## src/rtl/uart_pkg.sv

```systemverilog
// Shared definitions for the UART frame receiver: FSM encoding, error codes
// and the default start-of-frame marker.
package uart_pkg;

    typedef enum logic [2:0] {
        ST_IDLE,
        ST_LEN,
        ST_PAYLOAD,
        ST_CSUM,
        ST_DRAIN
    } state_t;

    localparam logic [1:0] ERR_NONE    = 2'b00;
    localparam logic [1:0] ERR_LEN     = 2'b01;
    localparam logic [1:0] ERR_CSUM    = 2'b10;
    localparam logic [1:0] ERR_TIMEOUT = 2'b11;

    localparam logic [7:0] SYNC_BYTE_DEFAULT = 8'hA5;

    // A frame is good when the running sum plus the checksum byte wraps to zero.
    function automatic logic csum_ok(input logic [7:0] sum, input logic [7:0] csum);
        return (sum + csum) == 8'h00;
    endfunction

endpackage

```

## src/rtl/uart_frame_buf.sv

```systemverilog
// Payload store: DEPTH x 8 register array, one write port, one
// asynchronous read port addressed by the drain index.
module uart_frame_buf
    import uart_pkg::*;
#(
    parameter int DEPTH = 16,
    parameter int AW    = 4
) (
    input  logic          clock,
    input  logic          wr_en,
    input  logic [AW-1:0] wr_addr,
    input  logic [7:0]    wr_data,
    input  logic [AW-1:0] rd_addr,
    output logic [7:0]    rd_data
);

    logic [7:0] mem [DEPTH];

    always_ff @(posedge clock) begin
        if (wr_en) mem[wr_addr] <= wr_data;
    end

    assign rd_data = mem[rd_addr];

endmodule

```

## src/rtl/uart_frame_rx.sv

```systemverilog
// Frame parser behind a byte UART receiver: SYNC, LEN, payload, CSUM.
// Checked payload is buffered and then drained over a valid/ready handshake.
//
// state      | meaning
// -----------+-------------------------------------------------------------
// ST_IDLE    | hunting for SYNC_BYTE, other bytes dropped silently
// ST_LEN     | waiting for the length byte
// ST_PAYLOAD | storing LEN payload bytes and accumulating the sum
// ST_CSUM    | waiting for the checksum byte
// ST_DRAIN   | presenting buffered bytes to the consumer, new bytes overrun
module uart_frame_rx
    import uart_pkg::*;
#(
    parameter int         CLKS_PER_BIT = 868,
    parameter int         MAX_LEN      = 16,
    parameter logic [7:0] SYNC_BYTE    = SYNC_BYTE_DEFAULT,
    parameter int         TIMEOUT_CLKS = 10 * CLKS_PER_BIT * 10
) (
    input  logic       clock,
    input  logic       i_reset_n,
    input  logic       i_data_avail,
    input  logic [7:0] i_data_byte,
    output logic       o_data_valid,
    output logic [7:0] o_data_byte,
    output logic       o_data_last,
    input  logic       i_data_ready,
    output logic       o_frame_err,
    output logic [1:0] o_err_code,
    output logic       o_overrun
);

    localparam int             AW       = (MAX_LEN > 1) ? $clog2(MAX_LEN) : 1;
    localparam int             CW       = (TIMEOUT_CLKS > 1) ? $clog2(TIMEOUT_CLKS) : 1;
    localparam logic [CW-1:0]  CNT_LAST = CW'(TIMEOUT_CLKS - 1);
    localparam logic [7:0]     LEN_MAX  = 8'(MAX_LEN);

    state_t        state, state_nxt;
    logic [7:0]    len, len_nxt;
    logic [7:0]    sum, sum_nxt;
    logic [7:0]    idx, idx_nxt;
    logic [CW-1:0] cnt, cnt_nxt;
    logic [1:0]    err_code_nxt;
    logic          err_set;
    logic          ovr_set;
    logic          buf_we;
    logic [7:0]    buf_rd;

    uart_frame_buf #(.DEPTH(MAX_LEN), .AW(AW)) u_buf (
        .clock   (clock),
        .wr_en   (buf_we),
        .wr_addr (idx[AW-1:0]),
        .wr_data (i_data_byte),
        .rd_addr (idx[AW-1:0]),
        .rd_data (buf_rd)
    );

    assign o_data_valid = (state == ST_DRAIN);
    assign o_data_last  = o_data_valid && (idx == len - 8'd1);
    assign o_data_byte  = o_data_valid ? buf_rd : 8'h00;

    always_ff @(posedge clock or negedge i_reset_n) begin
        if (!i_reset_n) begin
            state       <= ST_IDLE;
            len         <= 8'h00;
            sum         <= 8'h00;
            idx         <= 8'h00;
            cnt         <= '0;
            o_frame_err <= 1'b0;
            o_err_code  <= ERR_NONE;
            o_overrun   <= 1'b0;
        end else begin
            state       <= state_nxt;
            len         <= len_nxt;
            sum         <= sum_nxt;
            idx         <= idx_nxt;
            cnt         <= cnt_nxt;
            o_frame_err <= err_set;
            o_err_code  <= err_code_nxt;
            o_overrun   <= ovr_set;
        end
    end

    always_comb begin
        state_nxt    = state;
        len_nxt      = len;
        sum_nxt      = sum;
        idx_nxt      = idx;
        cnt_nxt      = '0;
        err_set      = 1'b0;
        err_code_nxt = o_err_code;
        ovr_set      = 1'b0;
        buf_we       = 1'b0;

        // Inter-byte timeout only runs mid-frame; any strobe takes priority.
        if ((state == ST_LEN || state == ST_PAYLOAD || state == ST_CSUM) && !i_data_avail) begin
            if (cnt == CNT_LAST) begin
                err_set      = 1'b1;
                err_code_nxt = ERR_TIMEOUT;
                state_nxt    = ST_IDLE;
            end else begin
                cnt_nxt = cnt + 1'b1;
            end
        end

        case (state)
            ST_IDLE: begin
                if (i_data_avail && i_data_byte == SYNC_BYTE) state_nxt = ST_LEN;
            end
            ST_LEN: begin
                if (i_data_avail) begin
                    if (i_data_byte == 8'h00 || i_data_byte > LEN_MAX) begin
                        err_set      = 1'b1;
                        err_code_nxt = ERR_LEN;
                        state_nxt    = ST_IDLE;
                    end else begin
                        len_nxt   = i_data_byte;
                        sum_nxt   = i_data_byte;
                        idx_nxt   = 8'h00;
                        state_nxt = ST_PAYLOAD;
                    end
                end
            end
            ST_PAYLOAD: begin
                if (i_data_avail) begin
                    buf_we  = 1'b1;
                    sum_nxt = sum + i_data_byte;
                    if (idx == len - 8'd1) begin
                        idx_nxt   = 8'h00;
                        state_nxt = ST_CSUM;
                    end else begin
                        idx_nxt = idx + 8'd1;
                    end
                end
            end
            ST_CSUM: begin
                if (i_data_avail) begin
                    if (csum_ok(sum, i_data_byte)) begin
                        idx_nxt   = 8'h00;
                        state_nxt = ST_DRAIN;
                    end else begin
                        err_set      = 1'b1;
                        err_code_nxt = ERR_CSUM;
                        state_nxt    = ST_IDLE;
                    end
                end
            end
            ST_DRAIN: begin
                ovr_set = i_data_avail;
                if (i_data_ready) begin
                    if (o_data_last) begin
                        idx_nxt   = 8'h00;
                        state_nxt = ST_IDLE;
                    end else begin
                        idx_nxt = idx + 8'd1;
                    end
                end
            end
            default: state_nxt = ST_IDLE;
        endcase
    end

endmodule

```

## config.mk

```make
export PLATFORM = sky130hd
export DESIGN_NAME = uart_frame_rx
export DESIGN_NICKNAME = d
export VERILOG_FILES = /design/src/rtl/uart_pkg.sv /design/src/rtl/uart_frame_buf.sv /design/src/rtl/uart_frame_rx.sv
export SDC_FILE = /design/constraint.sdc
export NUM_CORES = 1
export LEC_CHECK = 0
export CORE_UTILIZATION = 45
export CTS_CLUSTER_SIZE = 14
export DETAILED_ROUTE_END_ITERATION = 7
export HOLD_SLACK_MARGIN = 0.08
export RECOVER_POWER = 100
export REMOVE_ABC_BUFFERS = 1
export SLEW_MARGIN = 30
export SYNTH_ARGS = -nofsm -noshare
export SYNTH_HDL_FRONTEND = slang
export SYNTH_SLANG_ARGS = --single-unit
```

## constraint.sdc

```tcl
create_clock -name clock -period 6.1 [get_ports clock]
set_clock_uncertainty 0.2 [all_clocks]
set_input_delay 1.22 -clock clock [delete_from_list [all_inputs] [get_ports clock]]
set_output_delay 1.22 -clock clock [all_outputs]
set_load 0.02 [all_outputs]
```

# After elaboration in Yosys (flattened, before gate mapping)
# Memory sizes are Yosys's and may differ from the RTL's.
# Cells that the tools add are included.
# word_totals
reg_bits	48
ramBits	128
in_bits	12
output_inout_bits	14
elab_cells	90
mem_count	1
# memory_table
name	words	width	rd	rd_ports_with_merged_regs	write_ports	line	source
u_buf.mem	16	8	1	0	1	uart_frame_buf.sv:17	logic [7:0] mem [DEPTH];
# op_classes
addsub	4
order_cmp	1
eq_ne	13
mux	47
bitwise	1
reduce_logical	15
# op_table
cell	n
8-bit 2-to-1 mux	12
17-bit 2-to-1 mux	2
8-bit case mux with 4 select lines	1
3-bit 2-to-1 mux	10
17-bit by 1-bit adder with 17-bit output, second input constant	1
17-bit equality test, second input constant	1
8-bit logical NOT	2
8-bit case mux with 2 select lines	1
3-bit case mux with 5 select lines	1
2-bit 2-to-1 mux	7
1-bit 2-to-1 mux	11
8-bit by 1-bit adder with 8-bit output, second input constant	1
8-bit adder	1
8-bit equality test	1
8-bit equality test, second input constant	1
8-bit by 5-bit > comparator with 1-bit output, second input constant	1
2-bit inequality test, second input constant	4
8-bit by 1-bit subtractor with 8-bit output, second input constant	1
7-bit AND reduction	1
3-bit by 2-bit equality test with 1-bit output, second input constant	2
2-bit by 1-bit inequality test with 1-bit output, second input constant	2
2-bit case mux with 2 select lines	1
4-bit AND reduction	1
4-bit nonzero test	1
other kinds (10)	14

# Depth between registers and ports, before layout
# depth
ltp_word	8
depth_mapped	9
ltp_nobuf	9

# Cells and area by module
# From an unflattened synthesis, not the netlist that was laid out.
# unflattened
hier_cells	557
hier_area_um2	8041.5
# modules_own_cells
module	n_inst	cells_each	area_each_um2	seq_area_each_um2
uart_frame_buf	1	221	4987.3	3843.7
uart_frame_rx	1	336	3054.2	1201.2

# Worst setup path after synthesis
# OpenSTA, ideal clock, no wires.
# synth_path
path_kind	input-to-reg
start	input i_data_byte[0]
end	register idx[1]
setup_ps	79
t_arrival_ps	3207
required_ps	5821
path_slack_ps	2614
stages	9
n_path_buf	0
path_cell_list	ha_1 inv_1 fa_1 nand2b_1 a211o_1 a211oi_1 nand3_1 o21ai_2 mux2i_1
# synth_between
elab_chain_cells	4
# synth_lines
element	line	source
start: declaration	uart_frame_rx.sv:22	input logic [7:0] i_data_byte,
8-bit adder, or another cell as far along	uart_pkg.sv:22	return (sum + csum) == 8'h00;
8-bit logical NOT or 1-bit logical OR (tied branches)	uart_pkg.sv:22, uart_frame_rx.sv:111	
2-bit by 1-bit inequality test with 1-bit output (no source line) or 2-bit inequality test (tied branches)	-	
7-bit AND reduction (no source line) (*)	-	
end signal: assignment	uart_frame_rx.sv:75	idx <= idx_nxt;
end: declaration	uart_frame_rx.sv:40	logic [7:0] idx, idx_nxt;
# Mark *: on every way between the ends. The rest lies on a longest branch, timed or not.
# A chain may end at the register's enable or synchronous reset.

# Worst setup path after layout
# layout_path
start	register idx[1]
end	output o_data_byte[5]
# layout_between
elab_chain_cells	2
# layout_lines
element	line	source
memory 16 x 8 bit	-	
8-bit 2-to-1 mux	uart_frame_rx.sv:59	assign o_data_byte = o_data_valid ? buf_rd : 8'h00;
end: declaration	uart_frame_rx.sv:24	output logic [7:0] o_data_byte,
# No other way between the ends.

==> flow_metrics.tcl <==
set metrics [dict create \
    r2r_slack_ns 1.80 \
    drt_wl_total_mm 16.8 \
    diodes 0 \
    rows 48 \
    final_core_util 0.518 \
    post_cts_buffers 0 \
    drc 0 \
    grt_first_pass_wirelength_mm 26.3 \
    syn_to_final_growth_pct 12.7 \
    via_per_inst 5.66 \
    final_nets 598 \
    routabilityCongestion 0.858 \
    synth_edf_count 128 \
    grt_overflow 0 \
    fmaxAchievable_ghz 0.181 \
    drt_pass1_iterations 5 \
    violations "capacitance limit, slew limit" \
    startpoint_type "register" \
    cts_resized 0 \
    hold_viol_final 0 \
    grt_use_met3 0.0312 \
    p_sw_uw 916 \
    slew_headroom -0.744 \
    critPathCaptureType "primary output" \
    grt_pass1_vias 4703 \
    cts-htree-levels 4 \
    numCtsBuffers 17 \
    rsz0062_at_grt "no" \
    port_buffers 25 \
    ys_ff_latch 176 \
    dr_total_vias 4578 \
    place_hpwl_mm 10.7 \
    synth_cells 543 \
    r2r_cells 4 \
    ctsHoldBuffers 0 \
    worstReg2RegEnd "u_buf.mem[2][6]" \
    leakagePower_nw 3.17 \
    grt.busiest_layer "met2" \
    fin_hold_ws_ns 0.281 \
    cap_violations 5 \
    cts.sinks 176 \
    die_h_um 135 \
    internal-power_mw 2.31 \
    rr_startpoint "idx[1]" \
    crit_required_ns 4.68 \
    track_usage 0.200 \
    fillCellCount 1395 \
    hold_path.class "reg2reg" \
    clk_pin_slew_ns 0.07 \
    drt-initial-drc-count 231 \
    min_to "cnt[0]" \
    worst_pin_slew_ns 2.62 \
    grtUsageMet1 0.261 \
    setup_viol 0 \
    crit_arrival_ns 4.11 \
    die_w_um 135 \
    multiInputGateArea_sq_mm 0.00269 \
    io_pins 26 \
    drive_gt1_frac 0.139 \
    worstHoldStart "cnt[0]" \
    antenna_found_initial 0 \
    ys_seq_area_frac 0.637 \
    p_per_area_mw_per_mm2 361 \
    min_period_ns 5.53 \
    cts.path.max_buffers 2 \
    slew_violations 85 \
    synthDistinctLibCells 52 \
    dpl_cell_area_sq_mm 0.00843 \
    syn_area_per_cell_sq_um 14.6 \
    ir_drop_mv 0.241 \
    status "finished with violations" \
    postRouteAntennaNets 0 \
    grt_max_degree 49 \
    seq_area_sq_mm 0.00505 \
    p_comb_frac 0.214 \
    clkLatencyLatePin_ns 0.43 \
    cts_root_buf "clkbuf_16" \
    setup_tns_ns 0 \
    cts_tree "done" \
    design_area_sq_mm 0.00893 \
    path_max_fanout 23 \
    async_flop_share 0.273 \
    period_share 0.907 \
    dieArea_sq_mm 0.0181 \
    ys.flop_type "edfxtp_1" \
    holdPathStages 1 \
    start_util 0.460 \
    swShare 0.284 \
    yosysWarnings 0 \
    power_frac_seq 0.459 \
    pwr-share-clk 0.327 \
    core_area_sq_mm 0.0172 \
    avgRoutedWirePerCell_um 20.8 \
    path_class "reg2out" \
    grt_use_met2 0.334 \
    syn_area_sq_mm 0.00792 \
]
worst max-delay path: stages (launching register included):
cell           delay (ns)
dfrtp_1              0.79
clkbuf_1             1.13
mux4_2               0.45
mux4_2               0.49
and2_1               0.17
dlygate4sd3_1        0.64
how the worst max path moves through the flow:
stage	to	from	depth (start not counted)
6_report	o_data_byte[5]	idx[1]	5
3_3_place_gp	idx[3]	i_data_byte[1]	9
4_1_cts	o_data_last	idx[0]	6
3_5_place_dp	idx[7]	i_data_byte[1]	9
5_1_grt	o_data_byte[5]	idx[1]	5
2_1_floorplan	o_data_byte[0]	idx[0]	3
per-layer routing:
metal	vias to the layer above	wire (um)
met2	87	8300
met4	0	463
met1	2347	7620
li1	2116	-
met3	28	450
met5	-	0
power by group through the flow:
| stage | combinational [mW] | clock, mW | sequential [mW] |
|---|---|---|---|
| finish | 0.689 | 1.05 | 1.48 |
| global route | 0.757 | 1.11 | 1.50 |
| CTS | 0.708 | 1.07 | 1.49 |
| detailed placement | 0.705 | 0 | 1.51 |
| global placement | 0.684 | 0 | 1.50 |
| floorplan | 0.506 | 0 | 1.49 |
area by class of cell:
type / instances / area share
tap: 225 / 0.0315
clock buffer: 18 / 0.0480
clock inverter: 13 / 0.0155
multi-input combinational: 326 / 0.301
inverter: 20 / 0.00840
sequential: 176 / 0.565
timing repair buffer: 31 / 0.0304
placed cells by master (no fill, tap or decap), types with 5 or more instances in the layout:
| cell | count |
|---|---|
| xor2_1 | 14 |
| ha_1 | 13 |
| xnor2_1 | 16 |
| nand2_1 | 40 |
| nor2_1 | 49 |
| a21oi_1 | 5 |
| nand3_1 | 22 |
| nand2b_1 | 8 |
| mux4_2 | 40 |
| dfrtp_1 | 46 |
| dlygate4sd3_1 | 21 |
| o221ai_1 | 7 |
| and2_1 | 10 |
| edfxtp_1 | 128 |
| and3_1 | 10 |
| clkbuf_16 | 17 |
| nor3_1 | 11 |
| nand4_1 | 6 |
| o21ai_0 | 15 |
| clkbuf_1 | 6 |
| inv_1 | 20 |
metrics by stage:
step	std cells	setup WS [ns]	power, mW
floorplan	522	1.89	2.00
global placement	778	1.41	2.19
detailed placement	778	1.27	2.22
CTS	809	0.841	3.27
global route	809	0.360	3.37
finish	809	0.565	3.22
cell families (layout without fill, tap and decap cells):
| group | count (synthesis) | after routing | synth area share |
|---|---|---|---|
| AOI/OAI and AO/OA | 52 | 52 | 0.0466 |
| xor gates and xnor gates | 30 | 30 | 0.0332 |
| adders and majority gates | 14 | 14 | 0.0231 |
| buffers and inverters | 41 | 82 | 0.0227 |
| DFF | 176 | 176 | 0.637 |
| muxes | 48 | 48 | 0.124 |
| and+or+nand+nor | 182 | 182 | 0.113 |
sequential cells by signal, summed over array words and instances (netlist names):
| name | flops |
|---|---|
| cnt | 17 |
| idx | 8 |
| len | 8 |
| o_err_code | 2 |
| o_frame_err | 1 |
| o_overrun | 1 |
| state | 3 |
| sum | 8 |
| u_buf.mem | 128 |
Yosys cell counts (5+ instances only):
cell type	count	share of area
xnor2_1	16	0.018
and3_1	10	0.0079
a21oi_1	5	0.0032
o21ai_0	13	0.0082
mux4_2	40	0.11
inv_1	20	0.0095
nand3_1	22	0.014
xor2_1	14	0.015
ha_1	13	0.021
nor2_1	49	0.023
edfxtp_1	128	0.49
nand2b_1	8	0.0063
dfrtp_1	48	0.15
nand4_1	6	0.0047
and2_1	14	0.011
clkbuf_1	13	0.0062
o221ai_1	7	0.0077
nand2_1	40	0.019
nor3_1	11	0.0069
No activity file was read; power rests on OpenSTA's default activity.
